===== src/rtl/systolic_pkg.sv =====
// systolic_pkg: shared opcodes, instruction field positions and sequencer state encoding
package systolic_pkg;
    localparam int INSTR_W = 64;
    localparam logic [4:0] OP_NONE      = 5'h00;
    localparam logic [4:0] OP_MAC       = 5'h01;
    localparam logic [4:0] OP_SEND_WT   = 5'h02;
    localparam logic [4:0] OP_STORE_OUT = 5'h03;
    localparam logic [4:0] OP_RX_INP    = 5'h04;
    localparam logic [4:0] OP_RX_WT     = 5'h05;
    localparam logic [4:0] OP_TX_OUT    = 5'h06;
    localparam logic [4:0] OP_RST_ACC   = 5'h07;
    localparam logic [4:0] OP_NOP       = 5'h1F;
    localparam int OPC_LSB  = 0;
    localparam int OPC_MSB  = 4;
    localparam int ADDR_LSB = 5;
    localparam int ADDR_MSB = 20;
    localparam int DATA_LSB = 21;
    localparam int DATA_MSB = 52;
    typedef enum logic [1:0] {ST_IDLE, ST_STREAM, ST_STORE, ST_WAIT_TX} seq_state_e;
    function automatic logic op_is_work(input logic [4:0] op);
        return op >= OP_MAC && op <= OP_RST_ACC;
    endfunction
    function automatic logic op_is_illegal(input logic [4:0] op);
        return op > OP_RST_ACC && op < OP_NOP;
    endfunction
endpackage


===== src/rtl/instr_fifo.sv =====
// instr_fifo: synchronous FIFO with push/pop/flush and occupancy count
//   clk, rst_n (async active-low)
//   push_i/wdata_i : write side, ignored when full or flushing
//   pop_i/rdata_o  : read side, rdata_o shows the head entry combinationally
//   flush_i        : empties the FIFO on the next edge, dropping any push
//   count_o, full_o, empty_o : occupancy status
module instr_fifo #(
    parameter int DEPTH = 8,
    parameter int W     = 64
) (
    input  logic                     clk,
    input  logic                     rst_n,
    input  logic                     push_i,
    input  logic                     pop_i,
    input  logic                     flush_i,
    input  logic [W-1:0]             wdata_i,
    output logic [W-1:0]             rdata_o,
    output logic [$clog2(DEPTH):0]   count_o,
    output logic                     full_o,
    output logic                     empty_o
);
    localparam int AW = $clog2(DEPTH);
    logic [W-1:0]  mem_q [DEPTH];
    logic [AW-1:0] wr_ptr_q, rd_ptr_q;
    logic [AW:0]   count_q;
    logic          do_push, do_pop;

    assign full_o  = count_q == (AW+1)'(DEPTH);
    assign empty_o = count_q == '0;
    assign count_o = count_q;
    assign rdata_o = mem_q[rd_ptr_q];
    assign do_push = push_i && !full_o && !flush_i;
    assign do_pop  = pop_i && !empty_o && !flush_i;

    always_ff @(posedge clk or negedge rst_n) begin
        if (!rst_n) begin
            wr_ptr_q <= '0;
            rd_ptr_q <= '0;
            count_q  <= '0;
        end else if (flush_i) begin
            wr_ptr_q <= '0;
            rd_ptr_q <= '0;
            count_q  <= '0;
        end else begin
            // DEPTH is a power of two, so the pointers wrap naturally
            if (do_push) wr_ptr_q <= wr_ptr_q + AW'(1);
            if (do_pop)  rd_ptr_q <= rd_ptr_q + AW'(1);
            count_q <= count_q + (AW+1)'(do_push) - (AW+1)'(do_pop);
        end
    end

    always_ff @(posedge clk) begin
        if (do_push) mem_q[wr_ptr_q] <= wdata_i;
    end
endmodule


===== src/rtl/instr_sequencer.sv =====
// instr_sequencer: buffers host instructions and issues legal ones to the decoder, stalling while the array streams or a transmit is pending
//   clk, rst_n (async active-low)
//   in_valid/in_ready/in_instr : host push port (in_ready = FIFO not full)
//   flush                      : clears FIFO, wait state and issue register
//   issue_instr/issue_valid    : registered decoder output, zero when idle
//   tx_done                    : transmit-finished pulse releasing WAIT_TX
//   busy, illegal_op (sticky), fifo_count : status
//   Optional INSTR_SEQ_PERF_EN adds saturating perf_issued/perf_stall counters.
module instr_sequencer
    import systolic_pkg::*;
#(
    parameter int DEPTH         = 8,
    parameter int STREAM_CYCLES = 16,
    parameter int STORE_CYCLES  = 2
) (
    input  logic                   clk,
    input  logic                   rst_n,
    input  logic                   in_valid,
    output logic                   in_ready,
    input  logic [INSTR_W-1:0]     in_instr,
    input  logic                   flush,
    output logic [INSTR_W-1:0]     issue_instr,
    output logic                   issue_valid,
    input  logic                   tx_done,
    output logic                   busy,
    output logic                   illegal_op,
    output logic [$clog2(DEPTH):0] fifo_count
`ifdef INSTR_SEQ_PERF_EN
    ,
    output logic [31:0]            perf_issued,
    output logic [31:0]            perf_stall
`endif
);
    localparam int CW = $clog2((STREAM_CYCLES > STORE_CYCLES ? STREAM_CYCLES : STORE_CYCLES) + 1);

    seq_state_e         state_q, state_d;
    logic [CW-1:0]      cnt_q, cnt_d;
    logic [INSTR_W-1:0] issue_instr_q, issue_instr_d, head;
    logic               issue_valid_q, issue_valid_d;
    logic               illegal_q, illegal_d;
    logic               fifo_full, fifo_empty, pop;
    logic [4:0]         op;

    instr_fifo #(.DEPTH(DEPTH), .W(INSTR_W)) u_fifo (
        .clk    (clk),
        .rst_n  (rst_n),
        .push_i (in_valid),
        .pop_i  (pop),
        .flush_i(flush),
        .wdata_i(in_instr),
        .rdata_o(head),
        .count_o(fifo_count),
        .full_o (fifo_full),
        .empty_o(fifo_empty)
    );

    assign in_ready    = !fifo_full;
    assign op          = head[OPC_MSB:OPC_LSB];
    assign pop         = state_q == ST_IDLE && !fifo_empty && !flush;
    assign busy        = !fifo_empty || state_q != ST_IDLE;
    assign issue_instr = issue_instr_q;
    assign issue_valid = issue_valid_q;
    assign illegal_op  = illegal_q;

    always_comb begin
        state_d       = state_q;
        cnt_d         = cnt_q;
        issue_valid_d = pop && op_is_work(op);
        issue_instr_d = issue_valid_d ? head : '0;
        illegal_d     = illegal_q | (pop && op_is_illegal(op));
        case (state_q)
            ST_IDLE: begin
                if (pop && (op == OP_MAC || op == OP_SEND_WT)) begin
                    state_d = ST_STREAM;
                    cnt_d   = CW'(STREAM_CYCLES - 1);
                end else if (pop && op == OP_STORE_OUT) begin
                    state_d = ST_STORE;
                    cnt_d   = CW'(STORE_CYCLES - 1);
                end else if (pop && op == OP_TX_OUT) begin
                    state_d = ST_WAIT_TX;
                end
            end
            // Leaving at count 1 makes the first IDLE cycle pop, so the next
            // issue lands exactly STREAM/STORE_CYCLES after the blocking one.
            ST_STREAM, ST_STORE: begin
                state_d = cnt_q <= CW'(1) ? ST_IDLE : state_q;
                cnt_d   = cnt_q <= CW'(1) ? '0 : cnt_q - CW'(1);
            end
            // A tx_done coincident with the TX issue belongs to an earlier transfer
            ST_WAIT_TX: state_d = tx_done && !issue_valid_q ? ST_IDLE : ST_WAIT_TX;
        endcase
        if (flush) begin
            state_d       = ST_IDLE;
            cnt_d         = '0;
            issue_valid_d = 1'b0;
            issue_instr_d = '0;
        end
    end

    always_ff @(posedge clk or negedge rst_n) begin
        if (!rst_n) begin
            state_q       <= ST_IDLE;
            cnt_q         <= '0;
            issue_instr_q <= '0;
            issue_valid_q <= 1'b0;
            illegal_q     <= 1'b0;
        end else begin
            state_q       <= state_d;
            cnt_q         <= cnt_d;
            issue_instr_q <= issue_instr_d;
            issue_valid_q <= issue_valid_d;
            illegal_q     <= illegal_d;
        end
    end

`ifdef INSTR_SEQ_PERF_EN
    logic [31:0] perf_issued_q, perf_stall_q;
    assign perf_issued = perf_issued_q;
    assign perf_stall  = perf_stall_q;
    always_ff @(posedge clk or negedge rst_n) begin
        if (!rst_n) begin
            perf_issued_q <= '0;
            perf_stall_q  <= '0;
        end else begin
            if (issue_valid_q && perf_issued_q != '1) perf_issued_q <= perf_issued_q + 32'd1;
            if (!fifo_empty && state_q != ST_IDLE && perf_stall_q != '1) perf_stall_q <= perf_stall_q + 32'd1;
        end
    end
`endif
endmodule

===== config.mk =====
export PLATFORM = sky130hd
export DESIGN_NAME = instr_sequencer
export DESIGN_NICKNAME = d
export VERILOG_FILES = /design/src/rtl/systolic_pkg.sv /design/src/rtl/instr_fifo.sv /design/src/rtl/instr_sequencer.sv
export SDC_FILE = /design/constraint.sdc
export NUM_CORES = 1
export LEC_CHECK = 0
export BUFFER_PORTS_ARGS = -buffer_cell sky130_fd_sc_hd__buf_4
export CAP_MARGIN = 20
export CORE_MARGIN = 2
export CORE_UTILIZATION = 40
export CTS_CLUSTER_DIAMETER = 80
export DETAILED_ROUTE_END_ITERATION = 7
export SETUP_SLACK_MARGIN = 0.5
export SLEW_MARGIN = 20
export SYNTH_ARGS = -nofsm -noshare
export SYNTH_HDL_FRONTEND = slang
export SYNTH_HIERARCHICAL = 1
export SYNTH_SLANG_ARGS = --single-unit

===== constraint.sdc =====
create_clock -name clk -period 6.68 [get_ports clk]
set_input_delay 0.668 -clock clk [delete_from_list [all_inputs] [get_ports clk]]
set_output_delay 0.668 -clock clk [all_outputs]
set_load 0.01 [all_outputs]

==> flow_summary.json <==
{
  "insertion_delay_ps": 620,
  "fin_crit_ps": 3378,
  "critPathKind": "reg -> reg",
  "cts_tree": "yes",
  "dr.pass1.iters": 5,
  "viasPerCell": 5.095,
  "cpMaxStageDelayCell": "nor2_4",
  "slew_violations": 0,
  "path_max_fanout": 38,
  "r2r-start": "u_fifo/count_o[2]$_DFF_PN0_",
  "syn_area_per_cell_um2": 22.09,
  "clock.fmax_ghz": 0.2960,
  "num_vias": 10220,
  "rr_endpoint": "u_fifo/mem_q[4][21]$_DFFE_PP_",
  "slowest_delay_ps": 840,
  "cp-end-kind": "register",
  "p_leak_nw": 8.958,
  "clockBufferDepth": 3,
  "ios": 141,
  "relSlewSlack_pct": 24.99,
  "synth-simple-area-share_pct": 3.159,
  "post-cts-setup-buffers": 0,
  "drcViolationCount": 0,
  "ys_warn_count": 6,
  "ys_seq_elements": 595,
  "muxShareOfSynthArea_pct": 16.16,
  "drt_iter0_markers": 651,
  "clock_sinks": 595,
  "grt_pass1_wl_mm": 68.59,
  "synth_top_family_by_area": "multiplexers",
  "pwr_density_cell_mw_per_mm2": 316.6,
  "hold_viol_final": 0,
  "gp_congestion": 0.7010,
  "core_area_mm2": 0.05617,
  "synth_cells": 1024,
  "preCtsSetupSlack_ps": 3069,
  "cp-start-kind": "register",
  "final_nets": 1280,
  "synth_edf_count": 512,
  "path_cells": "inv_1 > ha_1 > nor3b_1 > or4_1 > nor2_4 > buf_4",
  "grt_pass1_vias": 11080,
  "synth-async-reset-ratio_pct": 13.95,
  "drive_gt1_share_pct": 36.99,
  "hpwlAfterDp_mm": 24.17,
  "dieArea_mm2": 0.05846,
  "fin_ws_ps": 3302,
  "fp.dieW_um": 241.8,
  "antenna_found_initial": 1,
  "cts_resized": 0,
  "synth-xor-area-share_pct": 0.07746,
  "synth_seq_area_share_pct": 77.17,
  "setup_viol": 0,
  "finalSetupTns_ps": 0,
  "rsz0062_at_grt": "false",
  "max-vdd-ir-drop_uv": 243.9,
  "htreeDepth": 2,
  "r2r_cells": 6,
  "initial_utilization_pct": 40.26,
  "arrival_ps": 3620,
  "critical_path_required_ps": 6920,
  "grt_start_max_net_pins": 84,
  "numCtsBuffers": 60,
  "fp.dieH_um": 241.8,
  "syn_to_final_growth_pct": 17.53,
  "status": "completed",
  "synth_compound_area_share_pct": 1.167,
  "min_path_type": "in -> async",
  "postCtsHoldBufs": 0,
  "maxCapViolCount": 0,
  "yosys.area_share.adder_pct": 0.8077,
  "wirelength_mm": 44.32,
  "ys.flop_type": "edfxtp_1",
  "clkTransAtPathRegs_ps": 60,
  "antenna_left": 0,
  "root_buffer": "clkbuf_16",
  "netlist_area_mm2": 0.02262,
  "overflow": 0,
  "num_rows": 87,
  "fin_worst_skew_ps": 20.06,
  "antenna_cells": 0,
  "tightest_slew_ps": 1125,
  "wl_per_cell_um": 22.11,
  "r2r_setup_slack_ps": 3300,
  "ys_types": 50,
  "grt_usage_pct": 15.46,
  "fin_hold_ws_ps": 22.04,
  "period_share_pct": 50.57,
  "port-buffer-count": 140
}
[routing by layer]
layer / track usage (%) / wire, µm / share of wire [%]
met5: 0 / 13 / 0.029
met4: 4.248 / 938 / 2.1
met3: 3.196 / 2005 / 4.5
met2: 24.75 / 21180 / 48
met1: 21.65 / 20190 / 46
[Yosys cell counts, types with 6 or more instances]
master    number  area [µm²]
a21oi_1        6       30.03
and2_1        61       381.6
buf_1          9       33.78
buf_2          7       35.03
buf_6         11       123.9
clkbuf_1      11       41.29
dfrtp_1       83        2077
edfxtp_1     512       15370
ha_1          13       162.7
inv_1         14       52.55
mux2_2        65       732.0
mux4_2       128        2883
nand2_1        8       30.03
nand2b_1       9       56.30
nor2_1        14       52.55
o21ai_0        7       35.03
or3_1          6       37.54
[cell type report]
class,count,area [µm²]
tap,756,945.9
multi-input combinational,371,4902
timing repair buffer,155,1209
clock buffer,79,1653
fill,4707,29590
sequential,595,17460
clock inverter,35,354.1
inverter,14,52.55
[cell families after synthesis]
group	count (synthesis)
compound gates	35
xor+xnor	2
fa+ha+maj	14
buf+inv	59
flops	595
mux	197
other cells	1
simple gates	121
[registers in the layout, summed over array words and instances (netlist names)]
name and cells:
cnt_q 5, illegal_op 1, issue_instr 64, issue_valid 1, state_q 2, u_fifo/count_o 4
u_fifo/mem_q 512, u_fifo/rd_ptr_q 3, u_fifo/wr_ptr_q 3
[power by group]
group / switching [mW] / internal (mW)
clock: 1.40 / 1.94
sequential: 0.0711 / 4.19
combinational: 0.447 / 0.367
total: 1.92 / 6.50
[per-stage QoR]
| step | area, µm² | power [mW] | util [%] | std cells |
|---|---|---|---|---|
| 2_1_floorplan | 22620 | 4.837 | - | 1025 |
| 3_3_place_gp | 24520 | 5.141 | 43.66 | 1889 |
| 3_5_place_dp | 24520 | 5.161 | 43.66 | 1889 |
| 4_1_cts | 26530 | 8.536 | 47.24 | 2003 |
| 5_1_grt | 26580 | 8.767 | 47.32 | 2005 |
| 6_report | 26580 | 8.416 | 47.32 | 2005 |
[critical path, delay by kind of cell (launching register included)]
kind | cells | cell delay, ps
buffers and inverters | 2 | 730
adder cells (fa/ha/maj) | 1 | 190
flip-flops | 1 | 350
AND/OR/NAND/NOR | 3 | 1700
[placed cells by master (no fill, tap or decap), types with 3 or more instances in the layout]
master,synthesis,layout
a21oi_1,6,6
clkbuf_16,0,60
nor2b_1,5,5
dfrtp_1,83,80
dfrtp_4,0,3
and2_1,61,61
nand2_1,8,8
clkinv_1,0,6
and3_1,4,4
buf_4,2,152
ha_1,13,13
nand2b_1,9,9
nor2_4,0,6
mux2_2,65,65
a31oi_1,3,3
mux4_2,128,128
clkbuf_8,0,8
edfxtp_1,512,512
o21ai_0,7,7
inv_1,14,14
mux2i_1,4,4
clkbuf_1,11,11
clkinvlp_4,0,5
clkinv_2,0,13
or3_1,6,6
nor2_1,14,8
bufinv_16,0,5
a311o_1,3,3
[how the worst max path moves through the flow]
stage,endpoint,start,slack (ps),depth (start not counted)
2_1_floorplan,u_fifo/mem_q[1][0]$_DFFE_PP_,u_fifo/count_o[2]$_DFF_PN0_,540,5
3_3_place_gp,u_fifo/mem_q[4][52]$_DFFE_PP_,flush,3120,4
3_5_place_dp,u_fifo/mem_q[4][52]$_DFFE_PP_,flush,3070,4
4_1_cts,u_fifo/mem_q[4][48]$_DFFE_PP_,u_fifo/count_o[2]$_DFF_PN0_,3180,6
5_1_grt,u_fifo/mem_q[4][48]$_DFFE_PP_,u_fifo/count_o[2]$_DFF_PN0_,3080,6
6_report,u_fifo/mem_q[4][21]$_DFFE_PP_,u_fifo/count_o[2]$_DFF_PN0_,3300,6
Note: power is estimated with default switching activity, not from simulation.
